===== src/rtl/stream_capture_if.sv =====
`default_nettype none
// ----------------------------------------------------------------------------
// stream_capture_if : control + pixel/frame/line stream bundle for stream_capture
// Rev 1.0
// ----------------------------------------------------------------------------
interface stream_capture_if #(
   parameter int PIXEL_W = 8,
   parameter int COL_W   = 8,
   parameter int ROW_W   = 8,
   parameter int FCNT_W  = 4
);
   logic                Start;
   logic [FCNT_W-1:0]   NumFrames;
   logic [PIXEL_W-1:0]  PixelIn;
   logic                ValidIn;
   logic                FrameIn;
   logic                LineIn;
   logic [PIXEL_W-1:0]  DataOut;
   logic [COL_W-1:0]    I;
   logic [ROW_W-1:0]    J;
   logic                ValidOut;
   logic                FrameOut;
   logic [COL_W:0]      LineLen;
   logic                Busy;
   logic                Done;
   logic                Error;

   modport master (
      output Start, NumFrames, PixelIn, ValidIn, FrameIn, LineIn,
      input  DataOut, I, J, ValidOut, FrameOut, LineLen, Busy, Done, Error
   );

   modport slave (
      input  Start, NumFrames, PixelIn, ValidIn, FrameIn, LineIn,
      output DataOut, I, J, ValidOut, FrameOut, LineLen, Busy, Done, Error
   );
endinterface
`default_nettype wire


===== src/rtl/stream_capture.sv =====
`default_nettype none
// ----------------------------------------------------------------------------
// stream_capture : armed multi-frame capture with column/row tagging and
//                  line-length consistency checking
// Rev 1.0
// ----------------------------------------------------------------------------
module stream_capture #(
   parameter int PIXEL_W = 8,
   parameter int COL_W   = 8,
   parameter int ROW_W   = 8,
   parameter int FCNT_W  = 4
) (
   input  wire logic        Clk,
   input  wire logic        nReset,
   stream_capture_if.slave  bus
);

   typedef enum logic [1:0] {
      IDLE     = 2'd0,
      WAIT_SOF = 2'd1,
      CAPTURE  = 2'd2,
      DONE     = 2'd3
   } state_t;

   localparam logic [FCNT_W-1:0] FCNT_ONE = FCNT_W'(1);
   localparam logic [COL_W-1:0]  COL_ONE  = COL_W'(1);
   localparam logic [ROW_W-1:0]  ROW_ONE  = ROW_W'(1);
   localparam logic [COL_W:0]    LEN_ONE  = (COL_W + 1)'(1);

   state_t               state_q,   state_d;
   logic [FCNT_W-1:0]    nframes_q, nframes_d;
   logic [FCNT_W-1:0]    fcount_q,  fcount_d;
   logic [PIXEL_W-1:0]   data_q,    data_d;
   logic [COL_W-1:0]     i_q,       i_d;
   logic [ROW_W-1:0]     j_q,       j_d;
   logic                 valid_q,   valid_d;
   logic                 frame_q,   frame_d;
   logic [COL_W:0]       linelen_q, linelen_d;
   logic                 lenknown_q, lenknown_d;
   logic                 error_q,   error_d;

   logic [COL_W:0]       line_len_w;

   // i_q is the column of the last emitted pixel, so I+1 is the length of the line it closed
   assign line_len_w = {1'b0, i_q} + LEN_ONE;

   always_ff @(posedge Clk or negedge nReset) begin
      if (!nReset) begin
         state_q    <= IDLE;
         nframes_q  <= '0;
         fcount_q   <= '0;
         data_q     <= '0;
         i_q        <= '0;
         j_q        <= '0;
         valid_q    <= 1'b0;
         frame_q    <= 1'b0;
         linelen_q  <= '0;
         lenknown_q <= 1'b0;
         error_q    <= 1'b0;
      end else begin
         state_q    <= state_d;
         nframes_q  <= nframes_d;
         fcount_q   <= fcount_d;
         data_q     <= data_d;
         i_q        <= i_d;
         j_q        <= j_d;
         valid_q    <= valid_d;
         frame_q    <= frame_d;
         linelen_q  <= linelen_d;
         lenknown_q <= lenknown_d;
         error_q    <= error_d;
      end
   end

   always_comb begin
      state_d    = state_q;
      nframes_d  = nframes_q;
      fcount_d   = fcount_q;
      data_d     = data_q;
      i_d        = i_q;
      j_d        = j_q;
      valid_d    = 1'b0;
      frame_d    = 1'b0;
      linelen_d  = linelen_q;
      lenknown_d = lenknown_q;
      error_d    = error_q;

      case (state_q)
         IDLE: begin
            if (bus.Start) begin
               nframes_d = bus.NumFrames;
               error_d   = 1'b0;
               fcount_d  = '0;
               linelen_d = '0;
               state_d   = WAIT_SOF;
            end
         end

         WAIT_SOF: begin
            // Zero frames requested: spend one Busy cycle here, then finish
            if (nframes_q == '0) begin
               state_d = DONE;
            end else if (bus.ValidIn && bus.FrameIn) begin
               valid_d    = 1'b1;
               frame_d    = 1'b1;
               data_d     = bus.PixelIn;
               i_d        = '0;
               j_d        = '0;
               fcount_d   = FCNT_ONE;
               lenknown_d = 1'b0;
               state_d    = CAPTURE;
            end
         end

         CAPTURE: begin
            if (bus.ValidIn) begin
               if (bus.FrameIn || bus.LineIn) begin
                  if (!lenknown_q) begin
                     linelen_d  = line_len_w;
                     lenknown_d = 1'b1;
                  end else if (line_len_w != linelen_q) begin
                     error_d = 1'b1;
                  end
               end

               if (bus.FrameIn) begin
                  if (fcount_q == nframes_q) begin
                     state_d = DONE;
                  end else begin
                     valid_d    = 1'b1;
                     frame_d    = 1'b1;
                     data_d     = bus.PixelIn;
                     i_d        = '0;
                     j_d        = '0;
                     fcount_d   = fcount_q + FCNT_ONE;
                     lenknown_d = 1'b0;
                  end
               end else if (bus.LineIn) begin
                  valid_d = 1'b1;
                  data_d  = bus.PixelIn;
                  i_d     = '0;
                  if (&j_q) begin
                     error_d = 1'b1;
                  end else begin
                     j_d = j_q + ROW_ONE;
                  end
               end else begin
                  valid_d = 1'b1;
                  data_d  = bus.PixelIn;
                  if (&i_q) begin
                     error_d = 1'b1;
                  end else begin
                     i_d = i_q + COL_ONE;
                  end
               end
            end
         end

         DONE: begin
            state_d = IDLE;
         end

         default: begin
            state_d = IDLE;
         end
      endcase
   end

   assign bus.DataOut  = data_q;
   assign bus.I        = i_q;
   assign bus.J        = j_q;
   assign bus.ValidOut = valid_q;
   assign bus.FrameOut = frame_q;
   assign bus.LineLen  = linelen_q;
   assign bus.Busy     = (state_q == WAIT_SOF) || (state_q == CAPTURE);
   assign bus.Done     = (state_q == DONE);
   assign bus.Error    = error_q;

endmodule
`default_nettype wire


===== src/flat_wrapper.sv =====
// flat-port wrapper written by rule: the top's interface ports become plain ports
module stream_capture_flat 
#(
   parameter int PIXEL_W = 8,
   parameter int COL_W   = 8,
   parameter int ROW_W   = 8,
   parameter int FCNT_W  = 4
)
  (Clk, nReset, bus_Start, bus_NumFrames, bus_PixelIn, bus_ValidIn, bus_FrameIn, bus_LineIn, bus_DataOut, bus_I, bus_J, bus_ValidOut, bus_FrameOut, bus_LineLen, bus_Busy, bus_Done, bus_Error);
  stream_capture_if #(.PIXEL_W(PIXEL_W), .COL_W(COL_W), .ROW_W(ROW_W), .FCNT_W(FCNT_W)) bus_i ();
  input  wire logic Clk;
  input  wire logic nReset;
  input wire logic [$bits(bus_i.Start)-1:0] bus_Start;
  input wire logic [$bits(bus_i.NumFrames)-1:0] bus_NumFrames;
  input wire logic [$bits(bus_i.PixelIn)-1:0] bus_PixelIn;
  input wire logic [$bits(bus_i.ValidIn)-1:0] bus_ValidIn;
  input wire logic [$bits(bus_i.FrameIn)-1:0] bus_FrameIn;
  input wire logic [$bits(bus_i.LineIn)-1:0] bus_LineIn;
  output wire logic [$bits(bus_i.DataOut)-1:0] bus_DataOut;
  output wire logic [$bits(bus_i.I)-1:0] bus_I;
  output wire logic [$bits(bus_i.J)-1:0] bus_J;
  output wire logic [$bits(bus_i.ValidOut)-1:0] bus_ValidOut;
  output wire logic [$bits(bus_i.FrameOut)-1:0] bus_FrameOut;
  output wire logic [$bits(bus_i.LineLen)-1:0] bus_LineLen;
  output wire logic [$bits(bus_i.Busy)-1:0] bus_Busy;
  output wire logic [$bits(bus_i.Done)-1:0] bus_Done;
  output wire logic [$bits(bus_i.Error)-1:0] bus_Error;
  assign bus_i.Start = bus_Start;
  assign bus_i.NumFrames = bus_NumFrames;
  assign bus_i.PixelIn = bus_PixelIn;
  assign bus_i.ValidIn = bus_ValidIn;
  assign bus_i.FrameIn = bus_FrameIn;
  assign bus_i.LineIn = bus_LineIn;
  assign bus_DataOut = bus_i.DataOut;
  assign bus_I = bus_i.I;
  assign bus_J = bus_i.J;
  assign bus_ValidOut = bus_i.ValidOut;
  assign bus_FrameOut = bus_i.FrameOut;
  assign bus_LineLen = bus_i.LineLen;
  assign bus_Busy = bus_i.Busy;
  assign bus_Done = bus_i.Done;
  assign bus_Error = bus_i.Error;
  stream_capture #(.PIXEL_W(PIXEL_W), .COL_W(COL_W), .ROW_W(ROW_W), .FCNT_W(FCNT_W)) u_core (.Clk(Clk), .nReset(nReset), .bus(bus_i));
endmodule

===== config.mk =====
export PLATFORM = sky130hd
export DESIGN_NAME = stream_capture_flat
export DESIGN_NICKNAME = d
export VERILOG_FILES = /design/src/rtl/stream_capture_if.sv /design/src/rtl/stream_capture.sv /design/src/flat_wrapper.sv
export SDC_FILE = /design/constraint.sdc
export NUM_CORES = 1
export LEC_CHECK = 0
export BUFFER_PORTS_ARGS = -buffer_cell sky130_fd_sc_hd__buf_2
export CORE_MARGIN = 5
export CORE_UTILIZATION = 55
export DETAILED_ROUTE_END_ITERATION = 8
export PLACE_DENSITY = 0.8
export REMOVE_ABC_BUFFERS = 1
export SYNTH_ARGS = -nofsm -noshare
export SYNTH_HDL_FRONTEND = slang
export SYNTH_SLANG_ARGS = --single-unit

===== constraint.sdc =====
create_clock -name Clk -period 5.2 [get_ports Clk]
set_input_delay 0.52 -clock Clk [delete_from_list [all_inputs] [get_ports Clk]]
set_output_delay 0.52 -clock Clk [all_outputs]
set_load 0.05 [all_outputs]

# == Word-level counts from Yosys, hierarchy flattened ==
# Index checks and enable logic that the tools add are counted.
# W data, S select, Z words.
# classes
reduce_logical,19
n_eq_ne,19
n_addsub,4
n_mux,64
# op_table
cell,n
$mux W8,16
$pmux W8 S2,3
$mux W9,4
$mux W4,6
$mux W1,22
$pmux W9 S2,1
$add A8 B1 Y8 const B,2
$reduce_and A8 Y1,2
$reduce_and A5 Y1,3
$reduce_and A7 Y1,2
$mux W2,6
$ne A2 B2 Y1 const B,6
$pmux W4 S3,1
$add A8 B1 Y9 const B,1
$ne A3 B3 Y1 const B,3
$ne A9 B9 Y1,1
$pmux W1 S2,4
$pmux W2 S4,1
$ne A2 B1 Y1 const B,3
$reduce_and A6 Y1,1
$add A4 B1 Y4 const B,1
$eq A2 B2 Y1 const B,2
$eq A4 B4 Y1,1
$logic_not A4 Y1,1
11 further kinds,13
# word_totals
output_inout_bits,38
register_bits,47

# == Longest topological paths before layout ==
# Gate-level depths: netlist of the first run.
# depth
word_depth,10
mapped_depth,10
depth_no_buf,8

# == Worst setup path before layout of the first run ==
# Ideal clock, no wire load.
# synth_timing
kind,register -> register
start,reg u_core.state_q[0]
end,"reg u_core.data_q[4], in the netlist u_core.bus.DataOut[4]"
required_time_ns,5.075
path_slack_ns,2.747
t_arrival_ns,2.328
stages_incl_launch_ff,9
cell_sequence,dfrtp_1 inv_1 ha_1 clkbuf_1 o221ai_2 a31oi_1 buf_6 buf_6 mux2_4
# synth_via
elab_chain_cells,3
elab_cells_between_ends,9
cone_classes,eq/ne (6); mux (1); reduce/logical (2)
# synth_lines
element,line,rtl
from (decl),stream_capture.sv:30,"state_t state_q, state_d;"
from (signal assigned),stream_capture.sv:61,state_q <= state_d;
$eq A2 B2 Y1 / $eq A2 B1 Y1 (equally long branches),stream_capture.sv:88,case (state_q)
"$ne A3 B3 Y1 (no line), or another cell as far along",-,
$reduce_and A5 Y1 (no line),-,
to (signal assigned),stream_capture.sv:64,data_q <= data_d;
to (decl),stream_capture.sv:33,"logic [PIXEL_W-1:0] data_q, data_d;"
# Several ways; a longest one is shown, not always the timed one.
# A chain may end at the register's enable or synchronous reset.

# == Worst setup path in the final report of the first run ==
# layout_timing
start,reg u_core.state_q[0]
end,"reg u_core.j_q[6], in the netlist u_core.bus.J[6]"
# layout_via
elab_chain_cells,3
elab_cells_between_ends,11
cone_classes,eq/ne (8); mux (1); reduce/logical (2)
# layout_lines
element,line,rtl
$eq A2 B2 Y1 / $eq A2 B1 Y1 (equally long branches),stream_capture.sv:88,
"$ne A3 B3 Y1 (no line), or another cell as far along",-,
$reduce_and A7 Y1 (no line),-,
to (signal assigned),stream_capture.sv:66,j_q <= j_d;
to (decl),stream_capture.sv:35,"logic [ROW_W-1:0] j_q, j_d;"
# Several ways; a longest one is shown, not always the timed one.

==> run summary, run 1 <==
WP data arrival: 3.21 ns
TritonCTS clock tree: yes
total CTS buffers: 5
Yosys top cell area share: 0.434
# Post-CTS Setup Buffers: 0
Worst-path clk slew: 0.09 ns
Yosys top cell by area: dfrtp_1
Syn Inst Count: 285
Placer Congestion: 0.832
IO Count: 56
sequential-to-total area share from yosys stat: 0.434
fin. max-slew vios: 0
hpwl dp: 4360 um
drt total wl: 6050 um
fillcell total: 409
vias in the first global route: 2177
number of flops mapped to enable cells by yosys: 0
crit path max-delay cell type: a31oi_2
# setup viols final: 0
worst min path class: input pin to async pin
status: completed
Pleak: 1.46 nW
post-placement cell count: 393
synth top area cells: dfrtp_1, o21ai_0, nand2_1
Syn-to-layout area delta: 13.9%
layout cells sized above 1: 0.260
final setup TNS: 0 ns
GR Util All Layers: 0.202
Worst Path Buf+Inv: 1
Hold Worst Slack: 0.390 ns
largest fanout on the critical path: 21
syn avg cell area: 9.52 sq um
CTS Hold Buffers Added: 0
Worst VDD drop: 0.390 mV
Antenna Cells: 0
ys flop type: dfrtp_1
first-pass GRT wire length: 10300 um
Antenna Violating Nets Remaining: 0
Critical Path End Type: register
Worst path top cell family by delay: compound AO/OA/AOI/OAI gates
pin count of the biggest net entering global routing: 48
Yosys cell types: 49
H-tree depth: 2
Period Utilization, post-route: 0.575
Ys Warns: 0
final hold violation count: 0
CTS Buffer Depth: 2
ys async rst share: 1.00
#FFs+latches synth: 47
CP Class: register to register
TritonRoute pass-1 iters: 4
skew final: 0.0153 ns
Skew-Pair Late Insertion Delay: 0.31 ns
Die Area: 0.00644 sq mm
post-CTS sizing: 0
fin crit period: 2.99 ns
CTS Sinks: 47
initial antenna violation count: 0
Overflow after GRT: 0
PortBufs: 55
Root Driver: clkbuf_8
Die Wd: 80.2 um
Final #Nets: 358
R2R setup slack: 2.21 ns
max_cap viols: 0
Power per Cell Area: 518 mW/mm^2
DIE HEIGHT: 80.2 um
starting DRC count in detailed routing: 217
Req. time, crit path: 5.42 ns
peak per-stage delay on the critical path: 0.88 ns
WL per Instance: 15.1 um
RSZ-0062 raised after global routing: false
Layout Cells excl Fill: 401
row cnt: 25
# DRC: 0
Startpoint Class: register
CP cell instances: inv_1 -> ha_1 -> nor2_1 -> o221ai_2 -> a31oi_2 -> nand3b_1 -> or3_1 -> a21oi_1
worst slew pin tran: 1.10 ns
Post-Syn Area: 0.00271 sq mm
via count: 2259
vias per cell: 5.63
max_slew headroom: 0.267
Max Freq: 0.335 GHz
Core Area: 0.00475 sq mm
Starting Density: 0.571
final core utilization: 0.650
==> layout by cell type (no fill, tap or decap), drive strengths merged, types with 4 or more instances in the layout <==
cell    instances
nand4           6
buf            55
nand2b          5
nor2b           5
xnor2          12
mux2           13
o31ai           4
and3            7
inv            10
a21oi          16
ha              7
o21ai          31
nand3          11
clkbuf          6
dfrtp          47
xor2           12
nor2           17
nand2          32
==> worst paths after layout <==
check                                       from                     to  cells after the start
setup / recovery               u_core.state_q[0]        u_core.bus.J[6]                      8
hold / removal                            nReset        u_core.bus.J[5]                      1
setup reg to reg               u_core.state_q[0]        u_core.bus.J[6]                      8
hold reg to reg            u_core.bus.DataOut[3]  u_core.bus.DataOut[3]                      1
max in group asynchronous                 nReset  u_core.bus.LineLen[5]                      1
min in group Clk                  bus_PixelIn[1]  u_core.bus.DataOut[1]                      2
==> per-stage QoR <==
step / cell area (sq um) / total power, mW / worst slack (ns)
finish: 3090 / 1.60 / 2.21
global route: 3090 / 1.71 / 1.93
CTS: 3090 / 1.61 / 2.20
detailed placement: 2990 / 1.37 / 2.25
global placement: 2990 / 1.35 / 2.37
floorplan: 2630 / 1.17 / 1.98
==> synth_stat cells, drive strengths merged (8+ instances only) <==
| library cell | number |
|---|---|
| nor2 | 17 |
| dfrtp | 47 |
| xnor2 | 12 |
| nand2 | 32 |
| a21oi | 16 |
| o21ai | 31 |
| nand3 | 11 |
| buf | 8 |
| mux2 | 13 |
| inv | 10 |
| xor2 | 12 |
==> worst reg2reg max path, stage by stage, from the launching register on <==
cell	delay, ns
dfrtp_1	0.42
inv_1	0.10
ha_1	0.39
nor2_1	0.20
o221ai_2	0.16
a31oi_2	0.88
nand3b_1	0.25
or3_1	0.36
a21oi_1	0.15
==> layout make-up <==
class / count / area (sq um) / share of cell area
multi-input combinational: 214 / 1420 / 0.459
sequential: 47 / 1180 / 0.381
timing repair buffer: 55 / 275 / 0.0891
tap: 67 / 83.8 / 0.0271
clock buffer: 6 / 82.6 / 0.0267
inverter: 10 / 37.5 / 0.0121
clock inverter: 2 / 16.3 / 0.00526
==> per-layer routing <==
layer  up-vias  track usage  wire length (um)
met1      1078        0.275              2820
met2        62        0.306              2820
met5         -            0                 0
met3         6       0.0471               347
li1       1113            -                 -
met4         0       0.0912                66
==> registers in the layout, indices dropped and copies added (netlist names), 2 cells and up <==
signal	count
u_core.bus.DataOut	8
u_core.bus.I	8
u_core.bus.J	8
u_core.bus.LineLen	9
u_core.fcount_q	4
u_core.nframes_q	4
u_core.state_q	2
==> cells by family (layout without fill, tap and decap cells) <==
group,count (synthesis),count (layout),share of synthesized area
AND/OR/NAND/NOR,98,98,0.186
AO/OA/AOI/OAI,72,72,0.167
flip-flops,47,47,0.434
XOR/XNOR,24,24,0.0775
buffers and inverters,24,73,0.0457
multiplexers,13,13,0.0581
adder cells (fa/ha/maj),7,7,0.0323
==> where the power goes <==
group,switching [mW],internal (mW),total (mW),leakage (nW)
logic,0.566,0.274,0.840,0.796
registers,0.0751,0.451,0.526,0.621
clock network,0.128,0.109,0.236,0.0474
total,0.768,0.833,1.60,1.46
No activity file was read; power rests on OpenSTA's default activity.
==> inputs of run 2 (changes only) <==
==> constraint.sdc (replaced) <==
create_clock -name Clk -period 2.9 [get_ports Clk]
set_input_delay 0.29 -clock Clk [delete_from_list [all_inputs] [get_ports Clk]]
set_output_delay 0.29 -clock Clk [all_outputs]
set_load 0.05 [all_outputs]
==> run summary, run 2 (same netlist as run 1, synthesis figures left out) <==
IO Count: 56 (unchanged)
fin crit period: 2.38 ns (-0.608 ns)
Largest register FFs: 9 (unchanged)
CP Class: register to register
final setup TNS: 0 ns (unchanged)
TritonRoute pass-1 iters: 4 (unchanged)
WP data arrival: 2.57 ns (-0.64 ns)
total CTS buffers: 5 (unchanged)
row cnt: 25 (unchanged)
peak per-stage delay on the critical path: 0.51 ns (-0.37 ns)
CP cell instances: inv_1 -> ha_1 -> o221ai_2 -> a31oi_2 -> buf_4 -> mux2_2
CP Capture Point: u_core.bus.DataOut[7]
CTS Hold Buffers Added: 0 (unchanged)
hpwl dp: 4460 um (+2.5%)
DIE HEIGHT: 80.2 um (unchanged)
Critical Path End Type: register
Final #Nets: 362 (+1.1%)
worst slew pin tran: 1.03 ns (-0.0651 ns)
r2r worst-path depth: 6 (-2)
Post-Place Worst Slack: 0.583 ns (-1.67 ns)
Placer Congestion: 0.875 (+5.1%)
CTS Sinks: 47 (unchanged)
Pleak: 1.49 nW (+1.4%)
CTS Buffer Depth: 2 (unchanged)
worst setup margin: 0.518 ns (-1.69 ns)
Root Driver: clkbuf_8
FF-to-FF Start: u_core.state_q[1]
Multi-input gate area: 0.00142 sq mm (unchanged)
crit path from: u_core.state_q[1]
fin. max-slew vios: 0 (unchanged)
first-pass GRT wire length: 10300 um (+0.27%)
via count: 2315 (+2.5%)
# Post-CTS Setup Buffers: 0 (unchanged)
Req. time, crit path: 3.09 ns (-2.33 ns)
post-placement cell count: 397 (+1.0%)
R2R setup slack: 0.52 ns (-1.69 ns)
Antenna Cells: 0 (unchanged)
Startpoint Class: register
Starting Density: 0.571 (unchanged)
vias per cell: 5.72 (+1.5%)
Worst-path clk slew: 0.10 ns (about the same)
worst min path class: input pin to async pin
status: completed
# setup viols final: 0 (unchanged)
most common cell after layout, fill and taps aside: buf_2
pin count of the biggest net entering global routing: 48 (unchanged)
Antenna Violating Nets Remaining: 0 (unchanged)
final core utilization: 0.656 (+0.00632)
drt total wl: 6160 um (+1.9%)
final hold violation count: 0 (unchanged)
Reg-to-Reg End: u_core.bus.DataOut[7]
Die Wd: 80.2 um (unchanged)
largest fanout on the critical path: 14 (-33%)
Max Freq: 0.420 GHz (+26%)
TritonCTS clock tree: yes
Syn-to-layout area delta: 15.0%
Core Area: 0.00475 sq mm (unchanged)
H-tree depth: 2 (unchanged)
WL per Instance: 15.2 um (+0.91%)
Layout Cells excl Fill: 405 (+1.0%)
Worst VDD drop: 0.706 mV (+81%)
RSZ-0062 raised after global routing: false
layout cells sized above 1: 0.269 (+0.00875)
max_cap viols: 0 (unchanged)
fillcell total: 413 (+0.98%)
Seq. cell area: 0.00118 sq mm (unchanged)
starting DRC count in detailed routing: 155 (-29%)
Power per Cell Area: 936 mW/mm^2 (+81%)
PortBufs: 55 (unchanged)
crit path max-delay cell type: ha_1
GR Util All Layers: 0.205 (+0.00296)
skew final: 0.0147 ns (-0.000640 ns)
commonest non-fill, non-tap cells in the layout: buf_2, dfrtp_1, nand2_1, o21ai_0, nor2_1
vias in the first global route: 2161 (-0.73%)
Die Area: 0.00644 sq mm (unchanged)
Period Utilization, post-route: 0.821 (+0.246)
Skew-Pair Late Insertion Delay: 0.31 ns (about the same)
Overflow after GRT: 0 (unchanged)
initial antenna violation count: 0 (unchanged)
max_slew headroom: 0.312 (+0.0457)
# DRC: 0 (unchanged)
post-CTS sizing: 0 (unchanged)
[run 2: worst min path at each step]
stage                               start                    end  slack [ns]  cells past startpoint
floorplan                          nReset  u_core.bus.DataOut[0]      -0.006                      0
CTS                                nReset     u_core.fcount_q[3]        0.20                      1
detailed placement  u_core.bus.DataOut[2]  u_core.bus.DataOut[2]        0.49                      1
global route               bus_PixelIn[5]  u_core.bus.DataOut[5]        0.19                      2
global placement    u_core.bus.DataOut[2]  u_core.bus.DataOut[2]        0.49                      1
finish                             nReset        u_core.bus.I[5]        0.16                      1
[run 2: where the power goes]
part	internal [mW]	switching [mW]
registers	0.809	0.128
logic	0.529	1.04
clock network	0.195	0.223
[run 2: stage by stage]
step	area, sq um	power [mW]	hold slack (ns)
6_report	3120	2.92	0.164
5_1_grt	3120	3.12	0.191
4_1_cts	3120	2.93	0.197
3_5_place_dp	3020	2.50	0.491
3_3_place_gp	3020	2.47	0.487
2_1_floorplan	2630	2.10	-0.00559
[run 2: cell type report]
type	instances	area share
Inverter	10	0.0120
Multi-Input combinational cell	214	0.455
Tap cell	67	0.0269
Clock buffer	6	0.0265
Sequential cell	47	0.377
Clock inverter	2	0.00521
Timing Repair Buffer	59	0.0978
[run 2: worst max-delay path, delay by kind of cell (launching register included)]
kind / cells / cell delay [ns]
adder cells (fa/ha/maj): 1 / 0.51
flip-flops: 1 / 0.41
buffers and inverters: 2 / 0.38
multiplexers: 1 / 0.35
AO/OA/AOI/OAI: 2 / 0.61
[run 2: metal layers]
layer / track usage / vias to the layer above / wire (um)
met1: 0.287 / 1096 / 2730
li1: - / 1121 / -
met2: 0.314 / 86 / 2900
met5: 0 / - / 0
met4: 0.0659 / 0 / 125
met3: 0.0493 / 12 / 404
